===== config.mk =====
export PLATFORM = sky130hd
export DESIGN_NAME = led_sequencer_ctrl_flat
export DESIGN_NICKNAME = d
export VERILOG_FILES = /design/src/rtl/led_sequencer_ctrl_if.sv /design/src/rtl/led_sequencer_ctrl.sv /design/src/flat_wrapper.sv
export SDC_FILE = /design/constraint.sdc
export NUM_CORES = 1
export LEC_CHECK = 0
export CAP_MARGIN = 20
export CORE_ASPECT_RATIO = 0.8
export CORE_MARGIN = 1.5
export CORE_UTILIZATION = 35
export CTS_CLUSTER_DIAMETER = 120
export DETAILED_ROUTE_END_ITERATION = 12
export GPL_ROUTABILITY_DRIVEN = 0
export PLACE_DENSITY = 0.63
export SYNTH_ARGS = -nofsm -noshare
export SYNTH_HDL_FRONTEND = slang
export SYNTH_SLANG_ARGS = --single-unit

===== constraint.sdc =====
create_clock -name clk -period 3.1 [get_ports clk]
set_input_delay 0.775 -clock clk [delete_from_list [all_inputs] [get_ports clk]]
set_output_delay 0.775 -clock clk [all_outputs]
set_load 0.01 [all_outputs]

===== src/rtl/led_sequencer_ctrl_if.sv =====
// Command, alert and LED signal bundle of the 4-LED bank controller.
// The command/alert source uses the master side; the controller uses the slave side.
interface led_sequencer_ctrl_if;
    logic       cmd_valid;
    logic       cmd_ready;
    logic [1:0] cmd_mode;
    logic       alert_req;
    logic [3:0] alert_pattern;
    logic       alert_ack;
    logic [1:0] mode;
    logic       step_tick;
    logic [3:0] led;

    modport master (
        output cmd_valid, cmd_mode, alert_req, alert_pattern,
        input  cmd_ready, alert_ack, mode, step_tick, led
    );

    modport slave (
        input  cmd_valid, cmd_mode, alert_req, alert_pattern,
        output cmd_ready, alert_ack, mode, step_tick, led
    );
endinterface


===== src/rtl/led_sequencer_ctrl.sv =====
// 4-LED bank sequencer: a step prescaler, display modes (off, chase up/down, blink)
// and a pre-empting alert that freezes the running sequence and later resumes it.
module led_sequencer_ctrl #(
    parameter longint unsigned STEP_DIV    = 64'd12500000,
    parameter int unsigned     ALERT_STEPS = 8
) (
    input logic               clk,
    input logic               rst,
    led_sequencer_ctrl_if.slave bus
);

    localparam int unsigned CNT_W  = $clog2(ALERT_STEPS + 1);
    localparam logic [31:0] C_LAST = 32'(STEP_DIV - 64'd1);
    localparam logic [CNT_W-1:0] C_ALERT_LAST = CNT_W'(ALERT_STEPS - 1);

    typedef enum logic {
        ST_NORMAL,
        ST_ALERT
    } state_t;

    state_t           r_state;
    state_t           w_stateNext;
    logic [31:0]      r_presc;
    logic [CNT_W-1:0] r_alertCnt;
    logic             r_alertPrev;
    logic [3:0]       r_alertPat;
    logic [3:0]       r_saved;
    logic [3:0]       r_led;
    logic [1:0]       r_mode;
    logic             r_ack;

    logic             w_tick;
    logic             w_edge;
    logic             w_accept;
    logic             w_ready;
    logic             w_enter;
    logic             w_exit;
    logic [3:0]       w_savedNext;
    logic [3:0]       w_ledNext;

    assign w_tick   = (r_presc == C_LAST);
    assign w_edge   = bus.alert_req & ~r_alertPrev;
    assign w_accept = bus.cmd_valid & w_ready;

    assign bus.cmd_ready = w_ready;
    assign bus.alert_ack = r_ack;
    assign bus.mode      = r_mode;
    assign bus.step_tick = w_tick;
    assign bus.led       = r_led;

    // Top FSM state register; reset always lands in NORMAL, aborting any alert.
    always_ff @(posedge clk or posedge rst) begin
        if (rst) begin
            r_state <= ST_NORMAL;
        end else begin
            r_state <= w_stateNext;
        end
    end

    // Next state: an alert edge leaves NORMAL, the last alert tick returns to it.
    always_comb begin
        w_stateNext = r_state;
        case (r_state)
            ST_NORMAL: if (w_edge) w_stateNext = ST_ALERT;
            ST_ALERT:  if (w_tick && (r_alertCnt == C_ALERT_LAST)) w_stateNext = ST_NORMAL;
            default:   w_stateNext = ST_NORMAL;
        endcase
    end

    // FSM outputs: commands are only taken in NORMAL; entry/exit strobes steer the datapath.
    always_comb begin
        w_ready = 1'b0;
        w_enter = 1'b0;
        w_exit  = 1'b0;
        case (r_state)
            ST_NORMAL: begin
                w_ready = 1'b1;
                w_enter = w_edge;
            end
            ST_ALERT: begin
                w_exit = w_tick && (r_alertCnt == C_ALERT_LAST);
            end
            default: w_ready = 1'b1;
        endcase
    end

    // Prescaler restarts on every accepted command so a new mode gets a full first step.
    always_ff @(posedge clk or posedge rst) begin
        if (rst) begin
            r_presc <= '0;
        end else if (w_accept || w_tick) begin
            r_presc <= '0;
        end else begin
            r_presc <= r_presc + 32'd1;
        end
    end

    // Edge detector history, alert pattern capture and alert tick counter.
    always_ff @(posedge clk or posedge rst) begin
        if (rst) begin
            r_alertPrev <= 1'b0;
            r_alertPat  <= '0;
            r_alertCnt  <= '0;
            r_ack       <= 1'b0;
        end else begin
            r_alertPrev <= bus.alert_req;
            r_ack       <= w_enter;
            if (w_enter) begin
                r_alertPat <= bus.alert_pattern;
                r_alertCnt <= '0;
            end else if ((r_state == ST_ALERT) && w_tick) begin
                r_alertCnt <= r_alertCnt + CNT_W'(1);
            end
        end
    end

    // Saved sequence pattern: an accept loads the start pattern and beats a same-cycle tick;
    // ticks advance it only in NORMAL so an alert leaves it frozen.
    always_comb begin
        w_savedNext = r_saved;
        if (w_accept) begin
            case (bus.cmd_mode)
                2'b00:   w_savedNext = 4'b0000;
                2'b01:   w_savedNext = 4'b0001;
                2'b10:   w_savedNext = 4'b1000;
                default: w_savedNext = 4'b1111;
            endcase
        end else if ((r_state == ST_NORMAL) && w_tick) begin
            case (r_mode)
                2'b00:   w_savedNext = 4'b0000;
                2'b01:   w_savedNext = {r_saved[2:0], r_saved[3]};
                2'b10:   w_savedNext = {r_saved[0], r_saved[3:1]};
                default: w_savedNext = ~r_saved;
            endcase
        end
    end

    // LED source: the alert pattern while an alert is (or is becoming) active, else the sequence.
    always_comb begin
        w_ledNext = w_savedNext;
        if (w_enter) begin
            w_ledNext = bus.alert_pattern;
        end else if ((r_state == ST_ALERT) && !w_exit) begin
            w_ledNext = r_alertPat;
        end
    end

    // Mode, saved pattern and registered LED drive.
    always_ff @(posedge clk or posedge rst) begin
        if (rst) begin
            r_mode  <= 2'b00;
            r_saved <= 4'b0000;
            r_led   <= 4'b0000;
        end else begin
            if (w_accept) begin
                r_mode <= bus.cmd_mode;
            end
            r_saved <= w_savedNext;
            r_led   <= w_ledNext;
        end
    end

endmodule


===== src/flat_wrapper.sv =====
// flat-port wrapper written by rule: the top's interface ports become plain ports
module led_sequencer_ctrl_flat 
#(
    parameter longint unsigned STEP_DIV    = 64'd12500000,
    parameter int unsigned     ALERT_STEPS = 8
)
  (clk, rst, bus_cmd_valid, bus_cmd_mode, bus_alert_req, bus_alert_pattern, bus_cmd_ready, bus_alert_ack, bus_mode, bus_step_tick, bus_led);
  led_sequencer_ctrl_if bus_i ();
  input logic clk;
  input logic rst;
  input wire logic [$bits(bus_i.cmd_valid)-1:0] bus_cmd_valid;
  input wire logic [$bits(bus_i.cmd_mode)-1:0] bus_cmd_mode;
  input wire logic [$bits(bus_i.alert_req)-1:0] bus_alert_req;
  input wire logic [$bits(bus_i.alert_pattern)-1:0] bus_alert_pattern;
  output wire logic [$bits(bus_i.cmd_ready)-1:0] bus_cmd_ready;
  output wire logic [$bits(bus_i.alert_ack)-1:0] bus_alert_ack;
  output wire logic [$bits(bus_i.mode)-1:0] bus_mode;
  output wire logic [$bits(bus_i.step_tick)-1:0] bus_step_tick;
  output wire logic [$bits(bus_i.led)-1:0] bus_led;
  assign bus_i.cmd_valid = bus_cmd_valid;
  assign bus_i.cmd_mode = bus_cmd_mode;
  assign bus_i.alert_req = bus_alert_req;
  assign bus_i.alert_pattern = bus_alert_pattern;
  assign bus_cmd_ready = bus_i.cmd_ready;
  assign bus_alert_ack = bus_i.alert_ack;
  assign bus_mode = bus_i.mode;
  assign bus_step_tick = bus_i.step_tick;
  assign bus_led = bus_i.led;
  led_sequencer_ctrl #(.STEP_DIV(STEP_DIV), .ALERT_STEPS(ALERT_STEPS)) u_core (.clk(clk), .rst(rst), .bus(bus_i));
endmodule

==> results.json <==
{
  "synthCells": 271,
  "drv_cap": 0,
  "end_kind": "output port",
  "drtIter0Drc": 116,
  "ys_warn_count": 0,
  "yosysMostFrequentCell": "dfrtp_1",
  "num_io_pins": 19,
  "power_leakage_nw": 1.271,
  "grt_max_degree": 54,
  "path_max_fanout": 3,
  "routed_wl_um": 5220,
  "htree_levels": 2,
  "total_power_mw": 1.513,
  "ys_async_sr_fraction_pct": 100.0,
  "synth_top_family_by_area": "simple AND/OR/NAND/NOR gates",
  "crit_arrival_ns": 2.20,
  "worstMarginPinSlew_ns": 0.7546,
  "crit_type": "reg -> out",
  "drc_errors": 0,
  "cts_buffers": 5,
  "fin_skew_ns": 0.007931,
  "synth.area.mux_share_pct": 1.643,
  "clk_latency_ns": 0.30,
  "grt.overflow.total": 0,
  "grt_pass1_vias": 1874,
  "rrSetupSlack_ns": 0.47,
  "num-nets-final": 307,
  "r2r-start": "u_core.r_presc[0]$_DFF_PP0_",
  "yosysTopAreaCellShare_pct": 51.23,
  "final_area_sq_mm": 0.002987,
  "min_delay_worst_endpoint": "u_core.r_alertPat[0]$_DFFE_PP0P_",
  "syn-num-nets": 283,
  "drive_gt1_share_pct": 10.51,
  "clk_pin_slew_worst_paths_ns": 0.08,
  "fin_util_pct": 42.50,
  "p_per_area_mw_per_mm2": 506.6,
  "cts_hold_buffers": 0,
  "fillers": 688,
  "synth_area_sq_mm": 0.002589,
  "vias": 1977,
  "yosysUniqueCellTypes": 37,
  "synthXorXnorAreaFrac_pct": 9.812,
  "grt_pass1_wl_um": 8949,
  "io_buffers": 18,
  "fp.dieW_um": 99.16,
  "area_delta_synth_final_pct": 15.37,
  "core_sq_mm": 0.007027,
  "reg2regPathDepth": 8,
  "diodes": 0,
  "detail-route-antenna-nets": 0,
  "ys_ff_latch": 53,
  "grt_use_total_pct": 14.22,
  "finalCriticalPeriod_ns": 2.974,
  "synth_top_cell_by_area": "dfrtp_1",
  "ir_drop_mv": 0.3244,
  "cts.sink_count": 53,
  "hold_viol": 0,
  "tritoncts": "done",
  "drt-pass1-iter-count": 4,
  "dp_hpwl_um": 3581,
  "clockRootBuffer": "clkbuf_8",
  "synth_edf_count": 0,
  "ys_top_cells_by_area": "dfrtp_1 (51%), xor2_1 (5.8%), nor2_1 (5.5%), nand2_1 (4.1%), nand3_1 (4.1%)",
  "fin_tns_setup_ns": 0,
  "dpl_cell_area_sq_mm": 0.002883,
  "rsz0062_at_grt": "no",
  "synth_compound_area_share_pct": 6.477,
  "setup_violations": 0,
  "synth_simple_gate_area_share_pct": 26.73,
  "cp-start-kind": "flop",
  "rows": 27,
  "wl_per_cell_um": 13.66,
  "r2r_end": "u_core.bus.led[3]$_DFF_PP0_",
  "antenna_found_initial": 0,
  "worstHoldStart": "u_core.r_alertPat[0]$_DFFE_PP0P_",
  "synth_common_cells": "dfrtp_1 (53), nor2_1 (38), nand2_1 (28), nand3_1 (21), xor2_1 (17)",
  "status": "finished clean",
  "fin_crit_sh_pct": 95.95,
  "min_path_cells": 2,
  "syn_area_per_cell_sq_um": 9.553,
  "crit_required_ns": 2.32,
  "die_y_um": 79.92,
  "hold_class": "reg -> reg",
  "synth_seq_area_share_pct": 51.23,
  "cts.path.max_buffers": 2,
  "die-area_sq_mm": 0.007924,
  "slew_viol_final": 0,
  "max_freq_ghz": 0.3362,
  "start_util_pct": 36.84,
  "synth_flop_cell": "dfrtp_1",
  "synthAdderAreaFrac_pct": 0.9667,
  "via_per_inst": 5.175,
  "max-slew-margin-rel_pct": 49.23
}
[sequential cells by signal, indices dropped and copies added (netlist names)]
name / count
u_core.r_alertCnt: 4
u_core.r_state: 1
u_core.r_saved: 4
u_core.r_alertPrev: 1
u_core.bus.led: 4
u_core.bus.mode: 2
u_core.bus.alert_ack: 1
u_core.r_presc: 32
u_core.r_alertPat: 4
[cell families (layout without fill, tap and decap cells)]
logic type / count (synthesis) / count (layout)
flip-flops: 53 / 53
XOR/XNOR: 29 / 29
AND/OR/NAND/NOR: 136 / 136
AO/OA/AOI/OAI: 27 / 27
buffers and inverters: 20 / 44
multiplexers: 4 / 4
adder cells (fa/ha/maj): 2 / 2
[placed cells by master, fill, tap and decap left out, drive strengths merged, types with 3 or more instances in the layout]
cell type	count
and3	7
xnor2	12
inv	9
xor2	17
dfrtp	53
clkbuf	8
nand2	28
o21ai	12
clkdlybuf4s50	17
or3	5
nor2	38
nor3	4
or3b	4
buf	10
nor4	4
nand3	21
a31o	3
a21oi	5
nand4	11
[critical path: stages (launching register included)]
cell and delay [ns]:
dfrtp_1 0.41, or4b_4 0.53, or4_2 0.64, nor2_1 0.16
clkbuf_2 0.16
[worst max path at each step]
| stage | startpoint | endpoint | depth (start not counted) |
|---|---|---|---|
| after floorplan | u_core.r_presc[7]$_DFF_PP0_ | bus_step_tick | 3 |
| after global placement | u_core.r_presc[8]$_DFF_PP0_ | bus_step_tick | 4 |
| after detailed placement | u_core.r_presc[8]$_DFF_PP0_ | bus_step_tick | 4 |
| after CTS | u_core.r_presc[8]$_DFF_PP0_ | bus_step_tick | 4 |
| after global routing | u_core.r_presc[8]$_DFF_PP0_ | bus_step_tick | 4 |
| final | u_core.r_presc[8]$_DFF_PP0_ | bus_step_tick | 4 |
[final cells by class]
class                           instances  area (sq um)  share of cell area (%)
Clock buffer                            7         86.33                   2.891
Multi-Input combinational cell        198          1181                   39.55
Sequential cell                        53          1326                   44.41
Tap cell                               87         108.9                   3.645
Inverter                                9         33.78                   1.131
Timing Repair Buffer                   28         250.2                   8.379
[power by group]
part | switching [mW] | total, mW | leakage, nW | internal (mW)
Sequential | 0.101 | 0.878 | 0.615 | 0.777
Clock | 0.209 | 0.387 | 0.0443 | 0.178
Combinational | 0.122 | 0.248 | 0.612 | 0.126
Total | 0.432 | 1.51 | 1.27 | 1.08
[layer usage]
layer	vias up	global-route usage (%)	wire (um)
li1	985	-	-
met1	950	20.23	2695
met2	35	21.10	2267
met3	7	2.977	178
met4	0	5.775	79
met5	-	0	0
[timing repair]
item,in CTS,in global routing
buffers inserted,0,3
setup endpoints to repair,1,1
gates resized for setup,2,1
[through the flow]
| stage | hold WS [ns] | setup slack, ns | instances |
|---|---|---|---|
| finish | 0.4711 | 0.1256 | 382 |
| global route | 0.5005 | 0.04037 | 382 |
| CTS | 0.4757 | 0.01565 | 379 |
| detailed placement | 0.4553 | 0.05857 | 372 |
| global placement | 0.4482 | 0.08754 | 372 |
| floorplan | 0.4344 | 0.5770 | 271 |
No activity file was read; power rests on OpenSTA's default activity.
